===== src/rtl/trigger_pattern_fifo.sv =====
// Buffers trigger patterns and issues one load strobe per converter idle window; 2-clock write-to-strobe latency.
// Writes lost when full (sticky overflow, drop_cnt); `TRIG_TAG_EN stores a 6-bit tag with each pattern.
module trigger_pattern_fifo #(
   parameter int DEPTH_LOG2 = 3,
   parameter bit DROP_EMPTY = 1'b1
) (
   input  logic                  clk,
   input  logic                  reset,
   input  logic [3:0]            trig_in,
   input  logic                  trig_in_dv,
   output logic [3:0]            pattern_out,
   output logic                  pattern_dv,
   input  logic                  conv_busy,
   output logic                  fifo_empty,
   output logic                  fifo_full,
   output logic [DEPTH_LOG2:0]   level,
   output logic                  overflow,
   output logic [15:0]           drop_cnt,
   output logic [15:0]           issued_cnt
`ifdef TRIG_TAG_EN
   ,
   input  logic [5:0]            trig_tag_in,
   output logic [5:0]            tag_out
`endif
);

   localparam int DEPTH = 1 << DEPTH_LOG2;
   localparam int LW    = DEPTH_LOG2 + 1;
   localparam logic [DEPTH_LOG2:0] FULL_LVL = LW'(DEPTH);
`ifdef TRIG_TAG_EN
   localparam int EW = 10;
`else
   localparam int EW = 4;
`endif

   typedef enum logic [1:0] {IDLE, ARM, WAIT} state_t;
   typedef logic [EW-1:0] entry_t;

   entry_t                mem_q [DEPTH];
   entry_t                wr_entry;
   entry_t                head;
   state_t                state_q;
   logic [DEPTH_LOG2-1:0] wr_ptr_q, wr_ptr_d;
   logic [DEPTH_LOG2-1:0] rd_ptr_q, rd_ptr_d;
   logic [DEPTH_LOG2:0]   level_q, level_d;
   logic                  empty_q, empty_d;
   logic                  full_q, full_d;
   logic                  overflow_q, overflow_d;
   logic [15:0]           drop_cnt_q, drop_cnt_d;
   logic [15:0]           issued_cnt_q, issued_cnt_d;
   logic [3:0]            pattern_q;
   logic                  pattern_dv_q;
   logic                  empty_pat;
   logic                  wr_en;
   logic                  lost;
   logic                  rd_en;

`ifdef TRIG_TAG_EN
   logic [5:0]            tag_q;
   assign wr_entry = {trig_tag_in, trig_in};
   assign tag_out  = tag_q;
`else
   assign wr_entry = trig_in;
`endif

   assign head      = mem_q[rd_ptr_q];
   assign empty_pat = DROP_EMPTY && (trig_in == 4'h0);
   // Full is the registered flag, so a same-cycle read never rescues a write to a full FIFO
   assign wr_en     = trig_in_dv && !full_q && !empty_pat;
   assign lost      = trig_in_dv && full_q && !empty_pat;
   assign rd_en     = (state_q == IDLE) && !empty_q && !conv_busy;

   always_ff @(posedge clk) begin
      if (wr_en) begin
         mem_q[wr_ptr_q] <= wr_entry;
      end
   end

   always_comb begin
      wr_ptr_d     = wr_ptr_q;
      rd_ptr_d     = rd_ptr_q;
      level_d      = level_q;
      overflow_d   = overflow_q | lost;
      drop_cnt_d   = drop_cnt_q;
      issued_cnt_d = issued_cnt_q;
      if (wr_en) begin
         wr_ptr_d = wr_ptr_q + DEPTH_LOG2'(1);
      end
      if (rd_en) begin
         rd_ptr_d     = rd_ptr_q + DEPTH_LOG2'(1);
         issued_cnt_d = issued_cnt_q + 16'd1;
      end
      case ({wr_en, rd_en})
         2'b10:   level_d = level_q + LW'(1);
         2'b01:   level_d = level_q - LW'(1);
         default: level_d = level_q;
      endcase
      if (lost && (drop_cnt_q != 16'hFFFF)) begin
         drop_cnt_d = drop_cnt_q + 16'd1;
      end
      empty_d = (level_d == '0);
      full_d  = (level_d == FULL_LVL);
   end

   always_ff @(posedge clk or posedge reset) begin
      if (reset) begin
         wr_ptr_q     <= '0;
         rd_ptr_q     <= '0;
         level_q      <= '0;
         empty_q      <= 1'b1;
         full_q       <= 1'b0;
         overflow_q   <= 1'b0;
         drop_cnt_q   <= '0;
         issued_cnt_q <= '0;
      end else begin
         wr_ptr_q     <= wr_ptr_d;
         rd_ptr_q     <= rd_ptr_d;
         level_q      <= level_d;
         empty_q      <= empty_d;
         full_q       <= full_d;
         overflow_q   <= overflow_d;
         drop_cnt_q   <= drop_cnt_d;
         issued_cnt_q <= issued_cnt_d;
      end
   end

   // ARM covers the cycle in which the converter is still raising busy after the load
   always_ff @(posedge clk or posedge reset) begin
      if (reset) begin
         state_q      <= IDLE;
         pattern_dv_q <= 1'b0;
         pattern_q    <= '0;
`ifdef TRIG_TAG_EN
         tag_q        <= '0;
`endif
      end else begin
         pattern_dv_q <= 1'b0;
         case (state_q)
            IDLE: begin
               if (rd_en) begin
                  pattern_dv_q <= 1'b1;
                  pattern_q    <= head[3:0];
`ifdef TRIG_TAG_EN
                  tag_q        <= head[9:4];
`endif
                  state_q      <= ARM;
               end
            end
            ARM:     state_q <= WAIT;
            WAIT:    if (!conv_busy) state_q <= IDLE;
            default: state_q <= IDLE;
         endcase
      end
   end

   assign pattern_out = pattern_q;
   assign pattern_dv  = pattern_dv_q;
   assign fifo_empty  = empty_q;
   assign fifo_full   = full_q;
   assign level       = level_q;
   assign overflow    = overflow_q;
   assign drop_cnt    = drop_cnt_q;
   assign issued_cnt  = issued_cnt_q;

endmodule


===== config.mk =====
export PLATFORM = sky130hd
export DESIGN_NAME = trigger_pattern_fifo
export DESIGN_NICKNAME = d
export VERILOG_FILES = /design/src/rtl/trigger_pattern_fifo.sv
export SDC_FILE = /design/constraint.sdc
export NUM_CORES = 1
export LEC_CHECK = 0
export ABC_CLOCK_PERIOD_IN_PS = 6700
export CORE_MARGIN = 3
export CORE_UTILIZATION = 40
export CTS_CLUSTER_SIZE = 28
export DETAILED_ROUTE_END_ITERATION = 16
export SYNTH_ARGS = -nofsm -noshare
export SYNTH_HDL_FRONTEND = slang
export SYNTH_SLANG_ARGS = --single-unit

===== constraint.sdc =====
create_clock -name clk -period 6.7 [get_ports clk]
set_input_delay 1.34 -clock clk [delete_from_list [all_inputs] [get_ports clk]]
set_output_delay 1.34 -clock clk [all_outputs]
set_load 0.02 [all_outputs]

==> results of run 1 <==
-- power by group through the flow --
stage,Sequential (mW),Clock (mW),Combinational [mW]
2_1_floorplan,0.822,0,0.334
3_3_place_gp,0.801,0,0.563
3_5_place_dp,0.803,0,0.569
4_1_cts,0.794,0.415,0.570
5_1_grt,0.817,0.437,0.620
6_report,0.790,0.403,0.561
-- cell usage after synthesis (all sizes together) (4+ instances only) --
cell type	count	area [um^2]
xor2	14	122.6
a21oi	7	35.03
nand3	6	30.03
ha	6	75.07
and3	5	31.28
mux2i	7	70.07
nand2	21	78.83
dfrtp	51	1276
nand4	9	62.56
nor2	19	71.32
xnor2	25	219.0
edfxtp	32	960.9
mux4	8	180.2
nand2b	4	25.02
nor4	5	46.29
nor3	7	40.04
mux2	4	45.04
-- stage by stage --
stage                     cell area (um^2)    util  total power [mW]  worst slack (ns)
after floorplan                       3563       -             1.155             3.420
after global placement                4200  0.4987             1.364             2.715
after detailed placement              4200  0.4987             1.371             2.587
after CTS                             4436  0.5266             1.779             2.974
after global routing                  4436  0.5266             1.874             2.653
final                                 4436  0.5266             1.753             2.951
-- worst paths after layout --
path                                     start        endpoint  slack (ns)
min in group asynchronous                reset        overflow        1.50
worst max register to register      state_q[0]      fifo_empty        4.32
worst min register to register  issued_cnt[15]  issued_cnt[15]        0.47
max in group asynchronous                reset  issued_cnt[12]        4.76
worst max-delay path                trig_in[1]       fifo_full        2.95
worst min-delay path            issued_cnt[15]  issued_cnt[15]        0.47
-- state kept, by name, indices dropped and copies added, names as in the netlist --
register	cells
wr_ptr_q	3
mem_q	32
level	4
fifo_empty	1
rd_ptr_q	3
issued_cnt	16
pattern_dv	1
fifo_full	1
pattern_out	4
state_q	2
overflow	1
drop_cnt	16
-- routing by layer --
metal,part of all wire,vias up,track usage,wire [um]
li1,-,1041,-,-
met1,0.47,1059,0.1866,3029
met2,0.46,53,0.2151,3006
met3,0.046,11,0.03961,298
met4,0.023,0,0.05596,148
met5,0,-,0,0
-- layout make-up --
class | instances | area [um^2] | share of cell area
clock buffers | 14 | 198.9 | 0.04485
clock inverters | 2 | 36.28 | 0.008181
inverters | 4 | 15.01 | 0.003385
multi-input cells | 163 | 1265 | 0.2852
flip-flops and latches | 84 | 2263 | 0.5103
well taps | 105 | 131.4 | 0.02962
repair buffers | 53 | 525.5 | 0.1185
-- kinds of logic (layout without fill, tap and decap cells) --
| family | Yosys count | count (layout) | synth area share |
|---|---|---|---|
| AOI/OAI and AO/OA | 13 | 13 | 0.02563 |
| xor gates and xnor gates | 39 | 39 | 0.09586 |
| adders and majority gates | 6 | 6 | 0.02107 |
| buffers and inverters | 9 | 73 | 0.009828 |
| DFF | 84 | 84 | 0.6352 |
| muxes | 19 | 19 | 0.08286 |
| and+or+nand+nor | 86 | 86 | 0.1296 |
==> impl_metrics.env, run 1 <==
export IMPL_htreeDepth=3
export IMPL_fin_crit_ns=3.749
export IMPL_clk_latency_ns=0.34
export IMPL_grt_pass1_vias=2143
export IMPL_first_pass_iters=5
export IMPL_synth_nets=270
export IMPL_rsz0062_at_grt="false"
export IMPL_die_x_um=100.4
export IMPL_fill_cells=754
export IMPL_required_ns=6.96
export IMPL_clock_sinks=84
export IMPL_die_area_um2=10080
export IMPL_status="finished clean"
export IMPL_synth_edff_count=32
export IMPL_clkPwrFrac=0.230
export IMPL_port_buffers=51
export IMPL_post_cts_buffers=0
export IMPL_syn2layout_area_growth_pct=24.47
export IMPL_initial_core_util=0.4231
export IMPL_io_pin_count=52
export IMPL_fin_skew_ns=0.008338
export IMPL_cap_violations=0
export IMPL_worst_path_buf_inv=2
export IMPL_antenna_found_initial=0
export IMPL_path_cells="clkdlybuf4s50_1 > o41ai_1 > nor2_1 > clkinv_1 > ha_1 > nor4_1 > mux2i_1 > xnor2_1 > nor3b_1"
export IMPL_grt_first_pass_wirelength_mm=10.90
export IMPL_cp_depth=9
export IMPL_die_h_um=100.4
export IMPL_dp_hpwl_mm=4.465
export IMPL_hold_ws_ns=0.4716
export IMPL_cpMaxStageDelayCell="o41ai_1"
export IMPL_rr_worst_depth=10
export IMPL_final_cell_mix="51 x dfrtp_1, 51 x clkdlybuf4s50_1, 32 x edfxtp_1, 25 x xnor2_1, 21 x nand2_1"
export IMPL_antennaDiodeCount=0
export IMPL_core_region_area_um2=8423
export IMPL_drive_gt1_frac=0.1094
export IMPL_max_vdd_ir_drop_mv=0.2622
export IMPL_fin_nets=329
export IMPL_wl_per_cell_um=15.25
export IMPL_hold_viol=0
export IMPL_first_iter_violations=43
export IMPL_path_delay_family="buffers and inverters"
export IMPL_row_count=33
export IMPL_antenna_left=0
export IMPL_routed_wirelength_mm=6.483
export IMPL_yosysUniqueCellTypes=37
export IMPL_vias=2164
export IMPL_combinationalPowerShare=0.320
export IMPL_drc=0
export IMPL_final_cells=425
export IMPL_critical_path_max_fanout=10
export IMPL_relSlewSlack=0.3353
export IMPL_p_leak_nw=1.771
export IMPL_cp_slowest_stage_delay_ns=0.61
export IMPL_p_seq_frac=0.450
export IMPL_dp_cells=409
export IMPL_numCtsBuffers=9
export IMPL_synthArstFlopShare=0.6190
export IMPL_hold_depth=1
export IMPL_synth_flop_cell="dfrtp_1"
export IMPL_worst_slew_pin_slew_ns=0.9879
export IMPL_clk_pin_slew_ns=0.08
export IMPL_cp_start_kind="input port"
export IMPL_vias_per_cell=5.092
export IMPL_cts_tree="done"
export IMPL_syn_cell_area_um2=3563
export IMPL_crit_arrival_ns=4.01
export IMPL_ys_ff_latch=84
export IMPL_ctsRootBufferMaster="clkbuf_8"
export IMPL_swShare=0.3274
export IMPL_gp_congestion=0.7370
export IMPL_switchingPower_mw=0.5741
export IMPL_gr_usage_all_layers=0.1395
export IMPL_cts_resized=0
export IMPL_synth_seq_area_share=0.6352
export IMPL_setup_tns_ns=0
export IMPL_hold_path_class="reg -> reg"
export IMPL_post_route_period_util=0.5595
export IMPL_path_class="in -> reg"
export IMPL_synth_cells=256
export IMPL_maxSlewViolCount=0
export IMPL_grt_max_degree=53
export IMPL_clk_path_buf_depth=2
export IMPL_grt_overflow=0
export IMPL_p_int_mw=1.179
export IMPL_finalSetupViolations=0
export IMPL_syn_avg_cell_area_um2=13.92
export IMPL_ys_warn_count=0
export IMPL_hold_buffers=0
export IMPL_end_kind="flop"
export IMPL_power_density_nw_per_um2=395.3
export IMPL_clock_fmax_ghz=0.2667
Note: power is estimated with default switching activity, not from simulation.
==> run 2: changes to the inputs <==
--- a/config.mk
+++ b/config.mk
@@ -5,7 +5,7 @@
 export SDC_FILE = /design/constraint.sdc
 export NUM_CORES = 1
 export LEC_CHECK = 0
-export ABC_CLOCK_PERIOD_IN_PS = 6700
+export ABC_CLOCK_PERIOD_IN_PS = 3400
 export CORE_MARGIN = 3
 export CORE_UTILIZATION = 40
 export CTS_CLUSTER_SIZE = 28
==> constraint.sdc (replaced) <==
create_clock -name clk -period 3.4 [get_ports clk]
set_input_delay 0.68 -clock clk [delete_from_list [all_inputs] [get_ports clk]]
set_output_delay 0.68 -clock clk [all_outputs]
set_load 0.02 [all_outputs]
==> run 2 against run 1 <==
Net effect:
- non-clock buffer count increased by 7
- power grew 88%
- first-iteration DRC count up 130%
- clock skew rose by 0.0031 ns
- global-route usage is 0.17 points lower
- sequential share of layout area rose by 0.14 points
- sequential power up 96%
- count of clock-buffer cells in the layout is 2 lower
- cell area is 0.28% lower
- final cell count up 1.6%
- routed wire length shrank 1.9%
- critical path type unchanged
==> impl_metrics.env, run 2 (synthesis results as in run 1) <==
export IMPL_gr_usage_all_layers=0.1378
export IMPL_syn2layout_area_growth_pct=24.12
export IMPL_vias=2174
export IMPL_critical_path_max_fanout=8
export IMPL_cap_violations=0
export IMPL_drive_gt1_frac=0.1254
export IMPL_power_density_nw_per_um2=747.0
export IMPL_cts_resized=0
export IMPL_grt_pass1_vias=2158
export IMPL_first_pass_iters=6
export IMPL_cp_start_kind="input port"
export IMPL_initial_core_util=0.4231
export IMPL_placed_cell_area_um2=4253
export IMPL_rr_worst_depth=7
export IMPL_ctsRootBufferMaster="clkbuf_8"
export IMPL_antenna_found_initial=0
export IMPL_cts_tree="done"
export IMPL_crit_arrival_ns=3.04
export IMPL_htreeDepth=3
export IMPL_hold_buffers=0
export IMPL_worst_slew_pin_slew_ns=0.6806
export IMPL_dp_hpwl_mm=4.481
export IMPL_core_region_area_um2=8423
export IMPL_wl_per_cell_um=14.73
export IMPL_reg2reg_to="fifo_full"
export IMPL_fin_skew_ns=0.01143
export IMPL_fin_area_um2=4423
export IMPL_required_ns=3.66
export IMPL_numCtsBuffers=9
export IMPL_die_h_um=100.4
export IMPL_clk_path_buf_depth=2
export IMPL_swShare=0.3456
export IMPL_rsz0062_at_grt="false"
export IMPL_finalSetupViolations=0
export IMPL_p_leak_nw=1.775
export IMPL_clkPwrFrac=0.191
export IMPL_die_area_um2=10080
export IMPL_fin_util=0.5251
export IMPL_timing_rr_start="fifo_full"
export IMPL_top_register="mem_q"
export IMPL_status="finished clean"
export IMPL_hp_start="issued_cnt[15]"
export IMPL_antenna_left=0
export IMPL_post_route_period_util=0.8161
export IMPL_routed_wirelength_mm=6.362
export IMPL_p_seq_frac=0.470
export IMPL_combinationalPowerShare=0.338
export IMPL_grt_overflow=0
export IMPL_clk_pin_slew_ns=0.09
export IMPL_first_iter_violations=99
export IMPL_gp_congestion=0.7196
export IMPL_end_kind="flop"
export IMPL_die_x_um=100.4
export IMPL_whs_endpoint="issued_cnt[15]"
export IMPL_grt_max_degree=34
export IMPL_post_cts_buffers=0
export IMPL_grt_first_pass_wirelength_mm=10.83
export IMPL_fin_nets=336
export IMPL_hold_depth=1
export IMPL_hold_viol=0
export IMPL_maxSlewViolCount=0
export IMPL_p_int_mw=2.162
export IMPL_row_count=33
export IMPL_setup_tns_ns=0
export IMPL_hold_ws_ns=0.4761
export IMPL_largest_reg_flops=32
export IMPL_clock_sinks=84
export IMPL_final_cell_mix="51 x dfrtp_1, 51 x clkdlybuf4s50_1, 32 x edfxtp_1, 25 x xnor2_1, 21 x nand2_1"
export IMPL_max_vdd_ir_drop_mv=0.4048
export IMPL_path_class="in -> reg"
export IMPL_clk_latency_ns=0.35
export IMPL_vias_per_cell=5.032
export IMPL_fin_crit_ns=2.775
export IMPL_drc=0
export IMPL_antennaDiodeCount=0
export IMPL_rrSetupSlack_ns=1.23
export IMPL_hold_path_class="reg -> reg"
export IMPL_clock_fmax_ghz=0.3604
export IMPL_relSlewSlack=0.5456
export IMPL_io_pin_count=52
export IMPL_port_buffers=51
export IMPL_switchingPower_mw=1.142
## run 2: critical path: stages
cell             delay [ns]
clkdlybuf4s50_1        0.42
o41ai_1                0.55
nor2_1                 0.16
clkinv_1               0.09
ha_1                   0.32
nor4_1                 0.26
mux2i_1                0.13
xnor2_1                0.22
nor3b_1                0.21
## run 2: layout make-up
type	instances	area, um^2
Clock inverter	4	25.02
Sequential cell	84	2263
Tap cell	105	131.4
Fill cell	749	4000
Clock buffer	12	145.1
Multi-Input combinational cell	163	1265
Timing Repair Buffer	60	578.1
Inverter	4	15.01
## run 2: how the worst max path moves through the flow
stage | start | endpoint | slack, ns | cells after the start
2_1_floorplan | trig_in[1] | fifo_full | 0.78 | 9
3_3_place_gp | trig_in[1] | fifo_full | 0.31 | 9
3_5_place_dp | trig_in[1] | fifo_full | 0.23 | 9
4_1_cts | trig_in[1] | fifo_full | 0.61 | 9
5_1_grt | trig_in[1] | fifo_full | 0.34 | 9
6_report | trig_in[1] | fifo_full | 0.63 | 9
## run 2: power groups by stage
stage	combinational (mW)	sequential, mW	clock, mW
4_1_cts	1.14	1.56	0.651
3_3_place_gp	1.12	1.58	0
5_1_grt	1.23	1.60	0.694
6_report	1.12	1.55	0.632
3_5_place_dp	1.13	1.58	0
2_1_floorplan	0.658	1.62	0
## run 2: stage by stage
step	worst slack [ns]	instances	power, mW
after floorplan	0.7800	256	2.277
after global routing	0.3417	432	3.526
final	0.6251	432	3.304
after global placement	0.3098	416	2.697
after CTS	0.6102	432	3.349
after detailed placement	0.2259	416	2.707
## run 2: per-layer routing
| metal | part of all wire | vias to the layer above | global-route usage |
|---|---|---|---|
| li1 | - | 1065 | - |
| met1 | 0.49 | 1057 | 0.1885 |
| met2 | 0.45 | 46 | 0.2080 |
| met3 | 0.048 | 6 | 0.04864 |
| met4 | 0.0093 | 0 | 0.04041 |
| met5 | 0 | - | 0 |
==> run 3: changes to the inputs <==
--- a/config.mk
+++ b/config.mk
@@ -5,7 +5,7 @@
 export SDC_FILE = /design/constraint.sdc
 export NUM_CORES = 1
 export LEC_CHECK = 0
-export ABC_CLOCK_PERIOD_IN_PS = 3400
+export ABC_CLOCK_PERIOD_IN_PS = 2700
 export CORE_MARGIN = 3
 export CORE_UTILIZATION = 40
 export CTS_CLUSTER_SIZE = 28
==> constraint.sdc (replaced) <==
create_clock -name clk -period 2.7 [get_ports clk]
set_input_delay 0.54 -clock clk [delete_from_list [all_inputs] [get_ports clk]]
set_output_delay 0.54 -clock clk [all_outputs]
set_load 0.02 [all_outputs]
==> run 3 against run 2 <==
Net effect:
- hold slack worse by 0.0032 ns
- global-route usage is 0.40 points higher
- clock power is 21% higher
- non-clock buffer count is 8 higher
- flip-flop and latch count stayed put
- count of clock-buffer cells in the layout is 1 lower
- worst setup slack worse by 0.34 ns
- combinational power is 29% higher
- clock skew is 0.00083 ns higher
- sequential share of layout area is 0.56 points lower
- power is 26% higher
- critical path type unchanged
==> impl_metrics.env, run 3 (synthesis results as in run 1) <==
export IMPL_status="finished clean"
export IMPL_wl_per_cell_um=14.98
export IMPL_first_pass_iters=4
export IMPL_cts_tree="done"
export IMPL_hold_path_class="reg -> reg"
export IMPL_fin_skew_ns=0.01226
export IMPL_largest_reg_flops=32
export IMPL_grt_overflow=0
export IMPL_antennaDiodeCount=0
export IMPL_fin_area_um2=4472
export IMPL_gp_congestion=0.7526
export IMPL_timing_rr_start="state_q[0]"
export IMPL_dp_hpwl_mm=4.704
export IMPL_critical_path_max_fanout=3
export IMPL_fin_nets=344
export IMPL_final_cell_mix="51 x dfrtp_1, 51 x clkdlybuf4s50_1, 32 x edfxtp_1, 25 x xnor2_1, 21 x nand2_1"
export IMPL_cap_violations=0
export IMPL_port_buffers=51
export IMPL_first_iter_violations=81
export IMPL_clock_sinks=84
export IMPL_hold_ws_ns=0.4729
export IMPL_clock_fmax_ghz=0.4140
export IMPL_end_kind="flop"
export IMPL_hold_viol=0
export IMPL_initial_core_util=0.4231
export IMPL_crit_arrival_ns=2.67
export IMPL_numCtsBuffers=9
export IMPL_vias_per_cell=5.030
export IMPL_row_count=33
export IMPL_post_route_period_util=0.8946
export IMPL_die_h_um=100.4
export IMPL_post_cts_buffers=0
export IMPL_die_x_um=100.4
export IMPL_hold_depth=1
export IMPL_rsz0062_at_grt="false"
export IMPL_finalSetupViolations=0
export IMPL_rrSetupSlack_ns=0.65
export IMPL_required_ns=2.95
export IMPL_syn2layout_area_growth_pct=25.49
export IMPL_cts_resized=0
export IMPL_maxSlewViolCount=0
export IMPL_rr_worst_depth=9
export IMPL_core_region_area_um2=8423
export IMPL_routed_wirelength_mm=6.591
export IMPL_clk_path_buf_depth=2
export IMPL_antenna_left=0
export IMPL_hold_buffers=0
export IMPL_clk_pin_slew_ns=0.08
export IMPL_path_class="in -> reg"
export IMPL_grt_max_degree=23
export IMPL_power_density_nw_per_um2=933.4
export IMPL_reg2reg_to="fifo_empty"
export IMPL_vias=2213
export IMPL_grt_pass1_vias=2260
export IMPL_p_leak_nw=1.813
export IMPL_max_vdd_ir_drop_mv=0.5274
export IMPL_gr_usage_all_layers=0.1418
export IMPL_io_pin_count=52
export IMPL_die_area_um2=10080
export IMPL_clk_latency_ns=0.34
export IMPL_ctsRootBufferMaster="clkbuf_8"
export IMPL_worst_slew_pin_slew_ns=0.5892
export IMPL_drive_gt1_frac=0.1463
export IMPL_cp_start_kind="input port"
export IMPL_antenna_found_initial=0
export IMPL_grt_first_pass_wirelength_mm=11.10
export IMPL_top_register="mem_q"
export IMPL_hp_start="issued_cnt[15]"
export IMPL_drc=0
export IMPL_htreeDepth=3
export IMPL_relSlewSlack=0.6072
export IMPL_whs_endpoint="issued_cnt[15]"
export IMPL_placed_cell_area_um2=4313
export IMPL_fin_crit_ns=2.415
[run 3: changes by cell type in the layout (fill, tap and decap cells not counted), sizes merged]
cell    previous run  this run
buf                9        17
clkbuf            12        11
inv                4         5
[run 3: worst max-delay path by stage]
stage                          start  cells after the start  slack (ns)   endpoint
after global placement    trig_in[1]                     10       -0.03  fifo_full
after global routing      trig_in[1]                     11       0.005  fifo_full
after CTS                 trig_in[1]                     10        0.27  fifo_full
final                     trig_in[1]                     10        0.28  fifo_full
after detailed placement  trig_in[1]                     10       -0.07  fifo_full
after floorplan           trig_in[1]                      9        0.22  fifo_full
[run 3: power breakdown]
group	switching, mW	leakage, nW	internal, mW
Combinational	0.669	0.771	0.781
Clock	0.432	0.0877	0.332
Sequential	0.342	0.954	1.62
Total	1.44	1.81	2.73
[run 3: critical path, stage by stage]
cell and delay [ns]:
clkdlybuf4s50_1 0.43, o41ai_1 0.39, buf_4 0.18, nor2_1 0.04
clkinv_1 0.07, ha_1 0.25, nor4_1 0.23, mux2i_1 0.12
xnor2_1 0.21, nor3b_1 0.20
[run 3: layout make-up]
class	count	area, um^2
clock inverters	5	27.53
fillers	760	3951
inverters	4	15.01
multi-input cells	163	1265
repair buffers	68	638.1
clock buffers	11	131.4
flip-flops and latches	84	2263
well taps	105	131.4
[run 3: stage by stage]
stage | std cells | util | TNS [ns] | setup slack (ns) | power (mW)
5_1_grt | 440 | 0.5309 | 0 | 0.004964 | 4.460
2_1_floorplan | 256 | - | 0 | 0.2200 | 2.867
6_report | 440 | 0.5309 | 0 | 0.2847 | 4.174
3_3_place_gp | 424 | 0.5120 | -0.05227 | -0.02970 | 3.440
3_5_place_dp | 424 | 0.5120 | -0.1389 | -0.07460 | 3.465
4_1_cts | 440 | 0.5309 | 0 | 0.2682 | 4.247
[run 3: per-layer routing]
metal | vias to the layer above | wire length (um) | GRT usage
met1 | 1082 | 3094 | 0.1926
met2 | 50 | 3134 | 0.2207
li1 | 1071 | - | -
met3 | 10 | 263 | 0.02849
met5 | - | 0 | 0
met4 | 0 | 99 | 0.06321
